`config.mk`:
```
export PLATFORM = sky130hd
export DESIGN_NAME = booth_mult_ctrl_8
export DESIGN_NICKNAME = d
export VERILOG_FILES = /design/src/rtl/booth_mult_ctrl_8.sv
export SDC_FILE = /design/constraint.sdc
export NUM_CORES = 1
export LEC_CHECK = 0
export ABC_CLOCK_PERIOD_IN_PS = 5750
export CAP_MARGIN = 10
export CORE_MARGIN = 3
export CORE_UTILIZATION = 40
export DETAILED_ROUTE_END_ITERATION = 12
export GPL_ROUTABILITY_DRIVEN = 0
export PLACE_DENSITY = 0.63
export SKIP_CTS_REPAIR_TIMING = 1
export SLEW_MARGIN = 15
export SYNTH_ARGS = -nofsm -noshare
export SYNTH_HDL_FRONTEND = slang
export SYNTH_SLANG_ARGS = --single-unit
```
`constraint.sdc`:
```
create_clock -name clk -period 5.75 [get_ports clk]
set_input_delay 0.575 -clock clk [delete_from_list [all_inputs] [get_ports clk]]
set_output_delay 0.575 -clock clk [all_outputs]
set_load 0.01 [all_outputs]
```
`src/rtl/booth_mult_ctrl_8.sv`:
```
// 12x12 signed multiplier sequencer around the booth_8 radix-4 step unit.
// Digits are fed MSB-first, Horner style, over six cycles: acc = (acc<<2) + d*B.

module booth_8 (
    input  logic        clk,
    input  logic        rst_n,
    input  logic        en,
    input  logic [2:0]  mult_1,
    input  logic [11:0] mult_2,
    input  logic [23:0] mult_pre,
    output logic [23:0] mult_next
);

    // Partial product d*sext(m) for one Booth window; d in {-2,-1,0,+1,+2}
    function automatic logic [23:0] booth_pp(input logic [2:0] win, input logic [11:0] m);
        logic [23:0] m_ext;
        m_ext = {{12{m[11]}}, m};
        case (win)
            3'b000, 3'b111: booth_pp = 24'd0;
            3'b001, 3'b010: booth_pp = m_ext;
            3'b011:         booth_pp = m_ext << 1;
            3'b100:         booth_pp = 24'd0 - (m_ext << 1);
            3'b101, 3'b110: booth_pp = 24'd0 - m_ext;
            default:        booth_pp = 24'd0;
        endcase
    endfunction

    // Step register: accumulate while enabled, clear otherwise
    always_ff @(posedge clk or negedge rst_n) begin
        if (!rst_n) begin
            mult_next <= 24'd0;
        end else if (en) begin
            mult_next <= mult_pre + booth_pp(mult_1, mult_2);
        end else begin
            mult_next <= 24'd0;
        end
    end

endmodule

module booth_mult_ctrl_8 (
    input  logic        clk,
    input  logic        rst_n,
    input  logic        start,
    input  logic [11:0] a,
    input  logic [11:0] b,
    output logic        busy,
    output logic        done,
    output logic [23:0] product
);

    localparam int OP_W   = 12;
    localparam int PROD_W = 2 * OP_W;
    localparam int N_DIG  = OP_W / 2;
    localparam logic [2:0] TOP_DIG = 3'(N_DIG - 1);

    typedef enum logic [1:0] {
        IDLE = 2'b00,
        RUN  = 2'b01,
        FIN  = 2'b10
    } state_t;

    state_t              state_r, state_s;
    logic [2:0]          cnt_r, cnt_s;
    logic [OP_W-1:0]     a_r, a_s;
    logic [OP_W-1:0]     b_r, b_s;
    logic                busy_r, busy_s;
    logic                done_r, done_s;
    logic [PROD_W-1:0]   product_r, product_s;

    logic                en_s;
    logic [2:0]          mult_1_s;
    logic [PROD_W-1:0]   mult_pre_s;
    logic [PROD_W-1:0]   mult_next_s;

    // Booth window {a[2i+1], a[2i], a[2i-1]} with a[-1] = 0
    function automatic logic [2:0] booth_window(input logic [11:0] op, input logic [2:0] idx);
        case (idx)
            3'd0:    booth_window = {op[1:0], 1'b0};
            3'd1:    booth_window = op[3:1];
            3'd2:    booth_window = op[5:3];
            3'd3:    booth_window = op[7:5];
            3'd4:    booth_window = op[9:7];
            3'd5:    booth_window = op[11:9];
            default: booth_window = 3'b000;
        endcase
    endfunction

    booth_8 u_step (
        .clk       (clk),
        .rst_n     (rst_n),
        .en        (en_s),
        .mult_1    (mult_1_s),
        .mult_2    (b_r),
        .mult_pre  (mult_pre_s),
        .mult_next (mult_next_s)
    );

    // Next-state and datapath control
    always_comb begin
        state_s    = state_r;
        cnt_s      = cnt_r;
        a_s        = a_r;
        b_s        = b_r;
        busy_s     = busy_r;
        done_s     = 1'b0;
        product_s  = product_r;
        en_s       = 1'b0;
        mult_1_s   = 3'b000;
        mult_pre_s = 24'd0;
        case (state_r)
            IDLE: begin
                if (start) begin
                    a_s     = a;
                    b_s     = b;
                    cnt_s   = TOP_DIG;
                    busy_s  = 1'b1;
                    state_s = RUN;
                end else begin
                    state_s = IDLE;
                end
            end
            RUN: begin
                en_s     = 1'b1;
                mult_1_s = booth_window(a_r, cnt_r);
                // The first (most significant) digit starts from a clean accumulator
                if (cnt_r == TOP_DIG) begin
                    mult_pre_s = 24'd0;
                end else begin
                    mult_pre_s = {mult_next_s[PROD_W-3:0], 2'b00};
                end
                if (cnt_r == 3'd0) begin
                    state_s = FIN;
                end else begin
                    cnt_s = cnt_r - 3'd1;
                end
            end
            FIN: begin
                product_s = mult_next_s;
                done_s    = 1'b1;
                busy_s    = 1'b0;
                state_s   = IDLE;
            end
            default: begin
                state_s = IDLE;
                busy_s  = 1'b0;
            end
        endcase
    end

    // State and output registers
    always_ff @(posedge clk or negedge rst_n) begin
        if (!rst_n) begin
            state_r   <= IDLE;
            cnt_r     <= 3'd0;
            a_r       <= 12'd0;
            b_r       <= 12'd0;
            busy_r    <= 1'b0;
            done_r    <= 1'b0;
            product_r <= 24'd0;
        end else begin
            state_r   <= state_s;
            cnt_r     <= cnt_s;
            a_r       <= a_s;
            b_r       <= b_s;
            busy_r    <= busy_s;
            done_r    <= done_s;
            product_r <= product_s;
        end
    end

    assign busy    = busy_r;
    assign done    = done_r;
    assign product = product_r;

endmodule

```
== After elaboration in Yosys (flattened, before gate mapping) ==
Index checks and enable logic that the tools add are counted.
Cells by class
  mux-type cells: 17
  eq/ne operators: 17
  $add $sub $neg: 4
  reduce and logical (&&, ||, !) cells: 10
  bitwise gates (word level): 1
Operator list (count)
  24-bit case mux with 5 select lines: 1
  24-bit 2-to-1 mux: 4
  24-bit adder: 1
  3-bit equality test (second input constant): 6
  3-bit case mux with 6 select lines: 1
  1-bit by 13-bit subtractor with 14-bit output (first input constant): 1
  1-bit by 12-bit subtractor with 13-bit output (first input constant): 1
  3-bit by 2-bit equality test with 1-bit output (second input constant): 4
  3-bit 2-to-1 mux: 3
  3-bit by 1-bit equality test with 1-bit output (second input constant): 2
  3-bit logical NOT: 2
  2-bit inequality test (second input constant): 3
  3-bit case mux with 2 select lines: 1
  2-bit OR reduction: 3
  1-bit 2-to-1 mux: 4
  2-bit case mux with 2 select lines: 1
  2-bit AND reduction: 2
  3-bit AND reduction: 1
  3-bit by 1-bit subtractor with 3-bit output (second input constant): 1
  2-bit by 1-bit equality test with 1-bit output (second input constant): 1
  2-bit equality test (second input constant): 1
  2-bit logical NOT: 1
  2-bit 2-to-1 mux: 1
  1-bit case mux with 2 select lines: 1
  other kinds (2): 2
Storage, ports and cells
  bits in registers: 79
  logic and storage cells: 57
  input bits: 27

== Logic depth before layout (Yosys ltp) ==
  depth in word-level cells: 9
  depth in mapped cells: 17
  depth with buffers taken out: 16

== Hierarchy ==
From an unflattened synthesis, not the netlist that was laid out.
Second synthesis, totals
  cell total of the unflattened synthesis: 577
  area total of the unflattened synthesis: 5173.7 µm²
By module, submodules not included
  booth_8: instances 1, area each 2718.9 µm², cells each 351, seq. area each 600.6 µm²
  booth_mult_ctrl_8: instances 1, area each 2454.9 µm², cells each 226, seq. area each 1376.3 µm²

== Worst setup path after synthesis ==
Ideal clock, no wire load.
  path kind: register -> register
  from: register cnt_r[0]
  to: register u_step.mult_next[20]
  cell stages (with the launch flop): 18
  library setup time: 0.079 ns
  clock period less this slack: 4.227 ns
  data required time: 5.671 ns
  path buffers: 2
  path slack: 1.523 ns
  arrival time: 4.147 ns
  cell sequence: dfrtp_1 -> inv_1 -> ha_1 -> a222oi_1 -> o221a_2 -> clkbuf_1 -> a211oi_2 -> buf_2 -> a222oi_1 -> nor2_1 -> ha_1 -> fa_1 -> a21o_1 -> a21o_1 -> a211oi_1 -> o21ai_0 -> o21ai_0 -> mux2i_1
Between the ends
  word-level cells in the longest chain between the ends: 9
Ends and longest elaborated chain
  start, declared: line 64  | logic [2:0] cnt_r, cnt_s;
  start signal, assigned: line 163  | cnt_r <= cnt_s;
  3-bit equality test, or another cell as far along: line 78, 127
  3-bit case mux with 6 select lines: line 78  | case (idx)
  3-bit 2-to-1 mux: line 111  | case (state_r)
  3-bit equality test, or another cell as far along: line 18  | case (win)
  2-bit OR reduction: line 18
  24-bit case mux with 5 select lines: line 18
  24-bit 2-to-1 mux: line 32  | end else if (en) begin
  24-bit adder (*): line 33  | mult_next <= mult_pre + booth_pp(mult_1, mult_2);
  24-bit 2-to-1 mux (*): line 32
  end signal, assigned: line 33
  end, declared: line 11  | output logic [23:0] mult_next
Mark *: on every way between the ends. The rest lies on a longest branch, timed or not. The select of a mux whose other input is x is not followed.
A chain may end at the register's enable or synchronous reset.

== Worst setup path after layout ==
  from: register cnt_r[0]
  to: register u_step.mult_next[19]
The elaborated chain is that of the path after synthesis.

==> impl_metrics.ini <==
[status]
status = complete, no violations

[floorplan]
dieHeight_um = 117.0
core_um2 = 11710
die_area_um2 = 13680
fp.dieW_um = 117.0
initial_utilization = 0.4206
num_rows = 39
ios = 53

[worst_setup_path]
cp-start-kind = register
cp.buffers_inverters = 1
crit_required_ns = 6.03
critPathMaxStageDelay_ns = 0.82
r2r_cells = 14
path_max_fanout = 14
cp.arrival_ns = 5.20
end_kind = register
worstPathCellList = inv_1 -> ha_1 -> a222oi_1 -> nand3_1 -> a211oi_2 -> a21oi_1 -> o32ai_1 -> ha_1 -> or2_2 -> a311o_1 -> a21oi_1 -> a211oi_1 -> or3_1 -> nand3_1
crit_start = cnt_r[0]
reg2reg_from = cnt_r[0]
r2r_slack_ns = 0.82
cp_top_family = compound AO/OA/AOI/OAI gates
crit_type = reg -> reg
timing.rr.end = u_step.mult_next[19]
slowest_stage = a211oi_2

[power_and_ir_drop]
p_leak_nw = 2.873
power_density_nw_per_um2 = 672.0
power.switching_mw = 1.729
power_frac_seq = 0.244
swShare = 0.4360
p_int_mw = 2.237
peakVddDrop_uv = 241.3
p_comb_frac = 0.598
p_clk_frac = 0.157

[routing]
vias = 3947
antenna_left = 0
first_pass_iters = 5
drt-initial-drc-count = 264
wl_per_cell_um = 15.70
wl_mm = 10.83
viasPerCell = 5.720
remaining_drc_errors = 0

[timing]
hold_viol = 0
clock.fmax_mhz = 203.0
tightest_slew_ns = 0.9898
fin_worst_skew_ns = 0.006256
hold_slack_ns = 0.3866
final-max-slew-violation-count = 0
slew_headroom = 0.3401
fin_crit_sh = 0.8568
rsz0062_at_grt = false
min_period_ns = 4.927
setup_viol = 0
timing.setup.tns_ns = 0

[run]
maxCapViolations = 0

[cells_and_area]
drive_gt1_frac = 0.1463
final_cell_mix = 79 x dfrtp_1, 51 x clkdlybuf4s50_1, 46 x mux2_2
final_util = 0.5040
final_common_cell = dfrtp_1
nets = 598
area_growth_pct = 19.81
antenna_cells = 0
final_cells = 690

[cts]
cts_buffers = 9
cts.clk_slew.worst_paths_ns = 0.06
cts-root-buf = clkbuf_16
clock_path_buffers = 2
clock_latency_ns = 0.34
clock_sinks = 79
cts_tree = done
htree_num_levels = 3

[synthesis]
synthCells = 501
ys_ff_latch = 79
synth.distinct_cells = 61
ys_seq_area_frac = 0.4013
yosys_warnings = 0
synth_nets = 556
syn_area_per_cell_um2 = 9.832
synth_edf_count = 0
synthArstFlopShare = 1.000
syn_area_um2 = 4926
synthFlopType = dfrtp_1

[placement]
place_hpwl_mm = 7.836
placedCellCount = 675
port_buffers = 52

[grt]
grt_first_pass_wirelength_mm = 18.83
grt_max_degree = 80
grt.total_usage = 0.1718
antenna_found_initial = 0
grt_pass1_vias = 3890
grt_overflow = 0

[min_path]
hp-class = in -> async
## synth_stat cells, types with 4 or more instances
master	n	area [µm²]
o21ai_0	23	115.1
nor2_1	31	116.4
mux2_2	46	518.0
o211a_1	4	40.04
a21oi_1	25	125.1
a21o_1	20	150.1
xor2_1	8	70.07
a31oi_1	5	31.28
clkbuf_1	20	75.07
nand4_1	6	37.54
nand2b_1	9	56.30
o32ai_1	4	35.03
ha_1	27	337.8
xnor2_1	10	87.58
a222oi_1	4	40.04
dfrtp_1	79	1977
nand2_1	42	157.7
nand3_1	9	45.04
mux2i_1	9	90.09
and2_1	5	31.28
o21a_1	5	37.54
buf_1	4	15.01
nor3_1	11	55.05
and3_1	24	150.1
a211oi_1	5	37.54
inv_1	15	56.30
## per-layer routing
layer,vias to the layer above,share of wire,global-route usage
met4,0,0.015,0.06575
met2,127,0.45,0.2628
met5,-,0,0
li1,1930,-,-
met1,1878,0.48,0.2391
met3,12,0.053,0.03702
## how the worst max path moves through the flow
stage / end / cells past startpoint / slack [ns]
2_1_floorplan: u_step.mult_next[20] / 17 / 1.52
3_3_place_gp: u_step.mult_next[19] / 14 / 1.13
3_5_place_dp: u_step.mult_next[21] / 14 / 0.90
4_1_cts: u_step.mult_next[19] / 14 / 0.88
5_1_grt: u_step.mult_next[19] / 14 / 0.42
6_report: u_step.mult_next[19] / 14 / 0.82
## cell families after synthesis
| logic type | Yosys count | synth area share |
|---|---|---|
| xor gates and xnor gates | 18 | 0.03200 |
| adders and majority gates | 28 | 0.07264 |
| AOI/OAI and AO/OA | 126 | 0.1814 |
| DFF | 79 | 0.4013 |
| muxes | 55 | 0.1234 |
| and+or+nand+nor | 153 | 0.1565 |
| buffers and inverters | 42 | 0.03276 |
## flip-flops by register name (all words and copies together), names as in the netlist
name	count
cnt_r	3
u_step.mult_next	24
state_r	2
product	24
done	1
a_r	12
busy	1
b_r	12
## per-stage QoR
step	setup slack, ns	power, mW	instance area (µm²)
detailed placement	0.9001	3.326	5570
finish	0.8234	3.966	5902
CTS	0.8751	3.970	5902
global route	0.4237	4.329	5902
floorplan	1.523	2.700	4926
global placement	1.132	3.281	5570
## power by group through the flow
stage               Clock (mW)  Combinational, mW  Sequential, mW
finish                   0.625               2.37           0.968
global route             0.670               2.65            1.00
CTS                      0.641               2.36           0.971
detailed placement           0               2.35           0.980
global placement             0               2.31           0.967
floorplan                    0               1.76           0.943
## cell type report
type                       instances  area (µm²)
sequential                        79        1977
timing repair buffer              58       563.0
multi-input combinational        380        2795
inverter                          15       56.30
clock buffer                      12       266.5
tap                              143       178.9
clock inverter                     3       65.06
fill                            1094        5809
Note: power is estimated with default switching activity, not from simulation.
